### src/rtl/wb2uart_pkg.sv
// rtl/wb2uart_pkg.sv - shared types, character constants and hex helper for wb2uart_hex_tx
package wb2uart_pkg;

    typedef enum logic [1:0] {
        CMD_READ  = 2'd0,
        CMD_WRITE = 2'd1,
        CMD_STAT  = 2'd2,
        CMD_ABORT = 2'd3
    } cmd_e;

    typedef enum logic [1:0] {
        IDLE  = 2'd0,
        START = 2'd1,
        WAIT  = 2'd2,
        DRAIN = 2'd3
    } state_e;

    localparam logic [7:0] CHAR_R  = 8'h52;
    localparam logic [7:0] CHAR_W  = 8'h57;
    localparam logic [7:0] CHAR_S  = 8'h53;
    localparam logic [7:0] CHAR_LF = 8'h0A;

    // Nibble to ASCII; letters offset so that 10 lands on 'A' or 'a'.
    function automatic logic [7:0] hex2ascii(input logic [3:0] nibble, input logic upper);
        if (nibble < 4'd10)
            return 8'h30 + {4'h0, nibble};
        else
            return (upper ? 8'h37 : 8'h57) + {4'h0, nibble};
    endfunction

    // Frame leader letter; ABORT never reaches the queue, so it maps to 'S' harmlessly.
    function automatic logic [7:0] cmd_char(input cmd_e cmd);
        case (cmd)
            CMD_READ:  return CHAR_R;
            CMD_WRITE: return CHAR_W;
            default:   return CHAR_S;
        endcase
    endfunction

endpackage

### src/rtl/wb2uart_fifo.sv
// rtl/wb2uart_fifo.sv - small synchronous word FIFO with flush
module wb2uart_fifo #(
    parameter int WIDTH = 34,
    parameter int DEPTH = 4
) (
    input  logic                     clk,
    input  logic                     rst_n,
    input  logic                     push,
    input  logic                     pop,
    input  logic                     flush,
    input  logic [WIDTH-1:0]         din,
    output logic [WIDTH-1:0]         dout,
    output logic [$clog2(DEPTH):0]   count,
    output logic                     full,
    output logic                     empty
);

    localparam int AW = $clog2(DEPTH);

    logic [WIDTH-1:0] mem [DEPTH];
    logic [AW-1:0]    wr_ptr;
    logic [AW-1:0]    rd_ptr;
    logic             do_push;
    logic             do_pop;

    assign full    = (count == ($clog2(DEPTH) + 1)'(DEPTH));
    assign empty   = (count == '0);
    assign do_push = push & ~full & ~flush;
    assign do_pop  = pop & ~empty & ~flush;
    assign dout    = mem[rd_ptr];

    // Storage array: written only on an accepted push, no reset needed.
    always_ff @(posedge clk) begin
        if (do_push)
            mem[wr_ptr] <= din;
    end

    // Pointers and occupancy; flush wins over any same-cycle push or pop.
    always_ff @(posedge clk or negedge rst_n) begin
        if (!rst_n) begin
            wr_ptr <= '0;
            rd_ptr <= '0;
            count  <= '0;
        end else if (flush) begin
            wr_ptr <= '0;
            rd_ptr <= '0;
            count  <= '0;
        end else begin
            if (do_push)
                wr_ptr <= wr_ptr + 1'b1;
            if (do_pop)
                rd_ptr <= rd_ptr + 1'b1;
            case ({do_push, do_pop})
                2'b10:   count <= count + 1'b1;
                2'b01:   count <= count - 1'b1;
                default: count <= count;
            endcase
        end
    end

endmodule

### src/rtl/wb2uart_hex_tx.sv
// rtl/wb2uart_hex_tx.sv - queued command+data words serialised as ASCII hex frames to UartTx
module wb2uart_hex_tx
    import wb2uart_pkg::*;
#(
    parameter int DATA_W     = 32,
    parameter int FIFO_DEPTH = 4,
    parameter int EOL_EN     = 1,
    parameter int UPPER      = 0
) (
    input  logic              clk,
    input  logic              rst_n,
    input  logic [DATA_W+1:0] in_WB2UART_word,
    input  logic              in_WB2UART_cyc,
    output logic              out_WB2UART_stall,
    output logic              out_busy,
    output logic [7:0]        out_DataByte,
    output logic              out_Start,
    input  logic              in_fComplete
);

    localparam int DIGITS = DATA_W / 4;
    localparam int CNT_W  = $clog2(DIGITS + 2);
    // Characters still to send after the command letter has been loaded.
    localparam logic [CNT_W-1:0] FRAME_REST = CNT_W'(DIGITS + EOL_EN);
    // While rem is above this, the next character is a hex digit rather than the LF.
    localparam logic [CNT_W-1:0] EOL_CNT    = CNT_W'(EOL_EN);

    state_e                    state;
    logic [DATA_W-1:0]         shreg;
    logic [CNT_W-1:0]          rem;
    logic                      fc_q;
    logic                      fc_rise;
    logic [1:0]                cmd_in;
    logic                      abort;
    logic                      push;
    logic                      pop;
    logic [DATA_W+1:0]         fifo_dout;
    logic [$clog2(FIFO_DEPTH):0] fifo_count;
    logic                      fifo_full;
    logic                      fifo_empty;

    assign cmd_in  = in_WB2UART_word[DATA_W+1:DATA_W];
    assign abort   = in_WB2UART_cyc & (cmd_in == CMD_ABORT);
    assign push    = in_WB2UART_cyc & ~abort & ~fifo_full;
    assign pop     = (state == IDLE) & ~fifo_empty & ~abort;
    assign fc_rise = in_fComplete & ~fc_q;

    assign out_WB2UART_stall = fifo_full;
    assign out_busy          = (fifo_count != '0) | (state != IDLE);

    wb2uart_fifo #(
        .WIDTH (DATA_W + 2),
        .DEPTH (FIFO_DEPTH)
    ) u_fifo (
        .clk   (clk),
        .rst_n (rst_n),
        .push  (push),
        .pop   (pop),
        .flush (abort),
        .din   (in_WB2UART_word),
        .dout  (fifo_dout),
        .count (fifo_count),
        .full  (fifo_full),
        .empty (fifo_empty)
    );

    // Delay register for rising-edge detection of the UartTx completion flag.
    always_ff @(posedge clk or negedge rst_n) begin
        if (!rst_n)
            fc_q <= 1'b0;
        else
            fc_q <= in_fComplete;
    end

    // Frame sequencer: command letter, hex digits MSB-first, optional LF, one Start per char.
    always_ff @(posedge clk or negedge rst_n) begin
        if (!rst_n) begin
            state        <= IDLE;
            out_Start    <= 1'b0;
            out_DataByte <= 8'h00;
            shreg        <= '0;
            rem          <= '0;
        end else begin
            out_Start <= 1'b0;
            case (state)
                IDLE: begin
                    if (pop) begin
                        shreg        <= fifo_dout[DATA_W-1:0];
                        out_DataByte <= cmd_char(cmd_e'(fifo_dout[DATA_W+1:DATA_W]));
                        rem          <= FRAME_REST;
                        state        <= START;
                    end
                end
                START: begin
                    // The Start is committed even on abort, so DRAIN always gets its completion.
                    out_Start <= 1'b1;
                    state     <= abort ? DRAIN : WAIT;
                end
                WAIT: begin
                    if (abort) begin
                        // A completion arriving with the abort means nothing is left in flight.
                        state <= fc_rise ? IDLE : DRAIN;
                    end else if (fc_rise) begin
                        if (rem == '0) begin
                            state <= IDLE;
                        end else begin
                            rem   <= rem - 1'b1;
                            state <= START;
                            if (rem > EOL_CNT) begin
                                out_DataByte <= hex2ascii(shreg[DATA_W-1 -: 4], UPPER != 0);
                                shreg        <= shreg << 4;
                            end else begin
                                out_DataByte <= CHAR_LF;
                            end
                        end
                    end
                end
                DRAIN: begin
                    if (fc_rise || abort)
                        state <= IDLE;
                end
                default: state <= IDLE;
            endcase
        end
    end

endmodule

### config.mk
export PLATFORM = sky130hd
export DESIGN_NAME = wb2uart_hex_tx
export DESIGN_NICKNAME = d
export VERILOG_FILES = /design/src/rtl/wb2uart_pkg.sv /design/src/rtl/wb2uart_fifo.sv /design/src/rtl/wb2uart_hex_tx.sv
export SDC_FILE = /design/constraint.sdc
export NUM_CORES = 1
export LEC_CHECK = 0
export ABC_CLOCK_PERIOD_IN_PS = 2100
export CORE_ASPECT_RATIO = 1.2
export CORE_UTILIZATION = 25
export CTS_BUF_LIST = sky130_fd_sc_hd__clkbuf_8 sky130_fd_sc_hd__clkbuf_16
export DETAILED_ROUTE_END_ITERATION = 8
export HOLD_SLACK_MARGIN = 0.08
export PLACE_DENSITY_LB_ADDON = 0.3
export SLEW_MARGIN = 5
export SYNTH_ARGS = -nofsm -noshare
export SYNTH_HDL_FRONTEND = slang
export SYNTH_SLANG_ARGS = --single-unit
export TNS_END_PERCENT = 50
### constraint.sdc
create_clock -name clk -period 2.1 [get_ports clk]
set_input_delay 0.315 -clock clk [delete_from_list [all_inputs] [get_ports clk]]
set_output_delay 0.315 -clock clk [all_outputs]
set_load 0.02 [all_outputs]
==> run metrics, run 1 <==
Slew Viols, Final 0; FF/Latch Area approximately 5400 µm²; worst skew pair latency ~0.44 ns; crit end category output pin; syn avg cell area 18.8 µm²; Hold/Removal Path Class in2reg; gpl congestion 0.805; postcts setup bufs 0; worst vdd ir 0.000563 V; area share of the largest cell type after synthesis 51.9%; slew margin rel. 65.3%; vias in the first global route 4281; CP Launch Type register; Layout Nets 553; Filler cells 2925; Max-cap violations 0; Iter 0 DRT Violations 227; non-filler cells, final 915; Syn Inst Count 418; total core area 30700 µm²; die span in x 164 µm; sequential element share of the synthesized area roughly 69%; RSZ-0062 raised after global routing no; CP max FO 6; Net Count, Synth around 470; clock skew 0.0152 ns; initial antenna violation count 0; RR Endpoint shreg[5]; CP Cell Sequence nor3b_2, buf_4, dlygate4sd2_1; ys async rst share 28.4%; Critical Path RT 1.78 ns; synth top area cells edfxtp_1 52%, dfrtp_1 17%, mux4_2 9.7%; final cycle utilization of the critical path 94.3%; post-synth top area cell edfxtp_1; area grow syn2layout 25.3%; # DRC 0; largest net degree at the start of global routing 36; top_reg_cell synth edfxtp_1; Multi-input gate area 2300 µm²; CTS tree done; share of cells above drive strength 1 between 30% and 40%; final hold vios 0; critical path type reg2out; root buffer cell clkbuf_16; R2R Setup Slk 0.13 ns; total CTS buffers 17; Pleak 3.59 nW; Placed Area 9210 µm²; via/cell ratio ~4.3; CTS max path bufs 2; synthesized cell area 7870 µm²; PortBufs 47; grt ovf 0; power density over the cells 1380 nW/µm²; WL final 15.7 mm; Top Ports 49; number of routed nets with antenna violations 0; first-pass GRT wire length 25.1 mm; R2R depth 7; f_max 505 MHz; Ant. Diodes 0; Critical Path Max Stage Delay 0.47 ns; Crit-path slowest cell dfrtp_1; DIE AREA 32200 µm²; Die Height 196 µm; final setup vio count 0; Clock transition at path regs about 0.08 ns; GRT Total Usage 10.6%; Final HPWL DP ~11 mm; synthesis-stage register bit count 190; WL per Instance 17.1 µm; fin crit period roughly 2.0 ns; Sink Count 190; status complete, no violations; Worst Setup EP out_WB2UART_stall; detailed-route via count 3901; final instance area slightly below 10000 µm²; origin of the critical flop-to-flop path rem[1]; Starting Density 25.6%; H-tree Lvls 4; Yosys warnings 0; Worst EP arrival 1.66 ns; Slew @ Worst Pin ~0.52 ns; Setup crit start u_fifo.count[0]; # rows 70; number of cells after detailed placement 882; Distinct cells, synth 48; EDFF count, synth 136; First-pass DRT Iterations 4
report_power, final:
| group | switching (mW) | internal, mW |
|---|---|---|
| logic | 2.09 | 2.70 |
| clock network | 1.70 | 1.67 |
| registers | 0.482 | 4.94 |
| total | 4.28 | 9.31 |
cells in the final DEF, fill, tap and decap left out, types with 2 or more instances in the layout:
cell type and count:
edfxtp_1 136, dfrtp_1 53, clkdlybuf4s50_1 44, mux4_2 34, mux2_2 30, mux2_4 24, buf_4 24, clkbuf_16 17
nor2_1 15, buf_12 15, a21oi_1 10, inv_1 9, nand2_1 9, ha_1 8, mux2i_1 7, o21ai_0 6
clkinv_8 6, inv_12 5, nand3_1 4, a22o_1 4, and2_1 3, nand2b_1 3, and2_2 3, o31ai_1 3
xnor2_1 3, nor3_1 3, nor2b_1 2, nor3b_2 2, and3_1 2, a21o_1 2, o211ai_1 2, inv_6 2
dlygate4sd2_1 2
flip-flops by register name, summed over array words and instances (netlist names):
signal	cells
u_fifo.mem	136
shreg	32
out_DataByte	7
rem	4
u_fifo.count	3
state	2
u_fifo.rd_ptr	2
u_fifo.wr_ptr	2
fc_q	1
out_Start	1
cell families (layout without fill, tap and decap cells):
| kind of cell | count (synthesis) | count (layout) | synth area share [%] |
|---|---|---|---|
| flip-flops | 190 | 190 | 69.0 |
| multiplexers | 95 | 95 | 19.5 |
| AND/OR/NAND/NOR | 55 | 55 | 3.61 |
| AO/OA/AOI/OAI | 37 | 37 | 3.88 |
| buffers and inverters | 27 | 128 | 1.97 |
| adder cells (fa/ha/maj) | 9 | 9 | 1.53 |
| XOR/XNOR | 4 | 4 | 0.445 |
| other | 1 | 1 | 0.0476 |
synthesized netlist by cell type, types with 5 or more instances:
cell type	n
nor2_1	15
o21ai_0	6
mux2_2	30
a21oi_1	10
nand2_1	9
clkbuf_1	7
ha_1	8
mux2_4	24
edfxtp_1	136
buf_6	5
inv_1	9
mux2i_1	7
mux4_2	34
and2_1	6
dfrtp_1	54
layout make-up:
class / instances / area share, %
timing repair buffer: 87 / 9.67
multi-input combinational: 201 / 23.4
inverter: 9 / 0.342
sequential: 190 / 55.1
tap: 396 / 5.02
clock inverter: 15 / 2.19
clock buffer: 17 / 4.31
what timing repair did:
item,CTS,global route
hold buffers,1,0
setup endpoints to repair,13,0
endpoints found under the hold margin,19,0
gates resized for setup,4,0
worst min path at each step:
| stage | slack (ns) | cells past startpoint | endpoint | startpoint |
|---|---|---|---|---|
| finish | 0.35 | 1 | fc_q | in_fComplete |
| global route | 0.34 | 1 | fc_q | in_fComplete |
| CTS | 0.34 | 1 | fc_q | in_fComplete |
| detailed placement | 0.32 | 1 | u_fifo.count[0] | rst_n |
| global placement | 0.32 | 1 | u_fifo.count[2] | rst_n |
| floorplan | 0.02 | 0 | fc_q | rst_n |
critical path: cells and delay by family (launching register included):
kind	cells	cell delay (ns)
flip-flops	1	0.47
AND/OR/NAND/NOR	1	0.25
buffers and inverters	2	0.50
per-stage QoR:
stage	hold WS [ns]	TNS [ns]	setup slack, ns	total power [mW]	utilization [%]
2_1_floorplan	0.0194	-5.56	-0.163	8.76	-
3_5_place_dp	0.321	-3.68	-0.115	10.4	29.9
3_3_place_gp	0.316	-3.80	-0.0798	10.3	29.9
4_1_cts	0.341	0	0.0971	13.8	32.1
5_1_grt	0.339	0	0.0202	14.4	32.1
6_report	0.350	0	0.120	13.6	32.1
metal layers:
metal  share of wire, %  up-vias  track usage [%]
met5                  0        -                0
met4                1.2        0             3.40
met3                2.7       13             2.53
met2                 52       51             17.8
met1                 44     2023             13.3
li1                   -     1814                -
Note: power is estimated with default switching activity, not from simulation.
==> run 2: changes to the inputs <==
--- a/config.mk
+++ b/config.mk
@@ -5,7 +5,6 @@
 export SDC_FILE = /design/constraint.sdc
 export NUM_CORES = 1
 export LEC_CHECK = 0
-export ABC_CLOCK_PERIOD_IN_PS = 2100
 export CORE_ASPECT_RATIO = 1.2
 export CORE_UTILIZATION = 25
 export CTS_BUF_LIST = sky130_fd_sc_hd__clkbuf_8 sky130_fd_sc_hd__clkbuf_16
==> results of run 2 <==
Same layout as run 1: the final DEF is identical, and so are final timing and power.
==> run 3: changes to the inputs <==
--- a/config.mk
+++ b/config.mk
@@ -5,6 +5,7 @@
 export SDC_FILE = /design/constraint.sdc
 export NUM_CORES = 1
 export LEC_CHECK = 0
+export CAP_MARGIN = 20
 export CORE_ASPECT_RATIO = 1.2
 export CORE_UTILIZATION = 25
 export CTS_BUF_LIST = sky130_fd_sc_hd__clkbuf_8 sky130_fd_sc_hd__clkbuf_16
==> results of run 3 <==
Same layout as run 1: the final DEF is identical, and so are final timing and power.
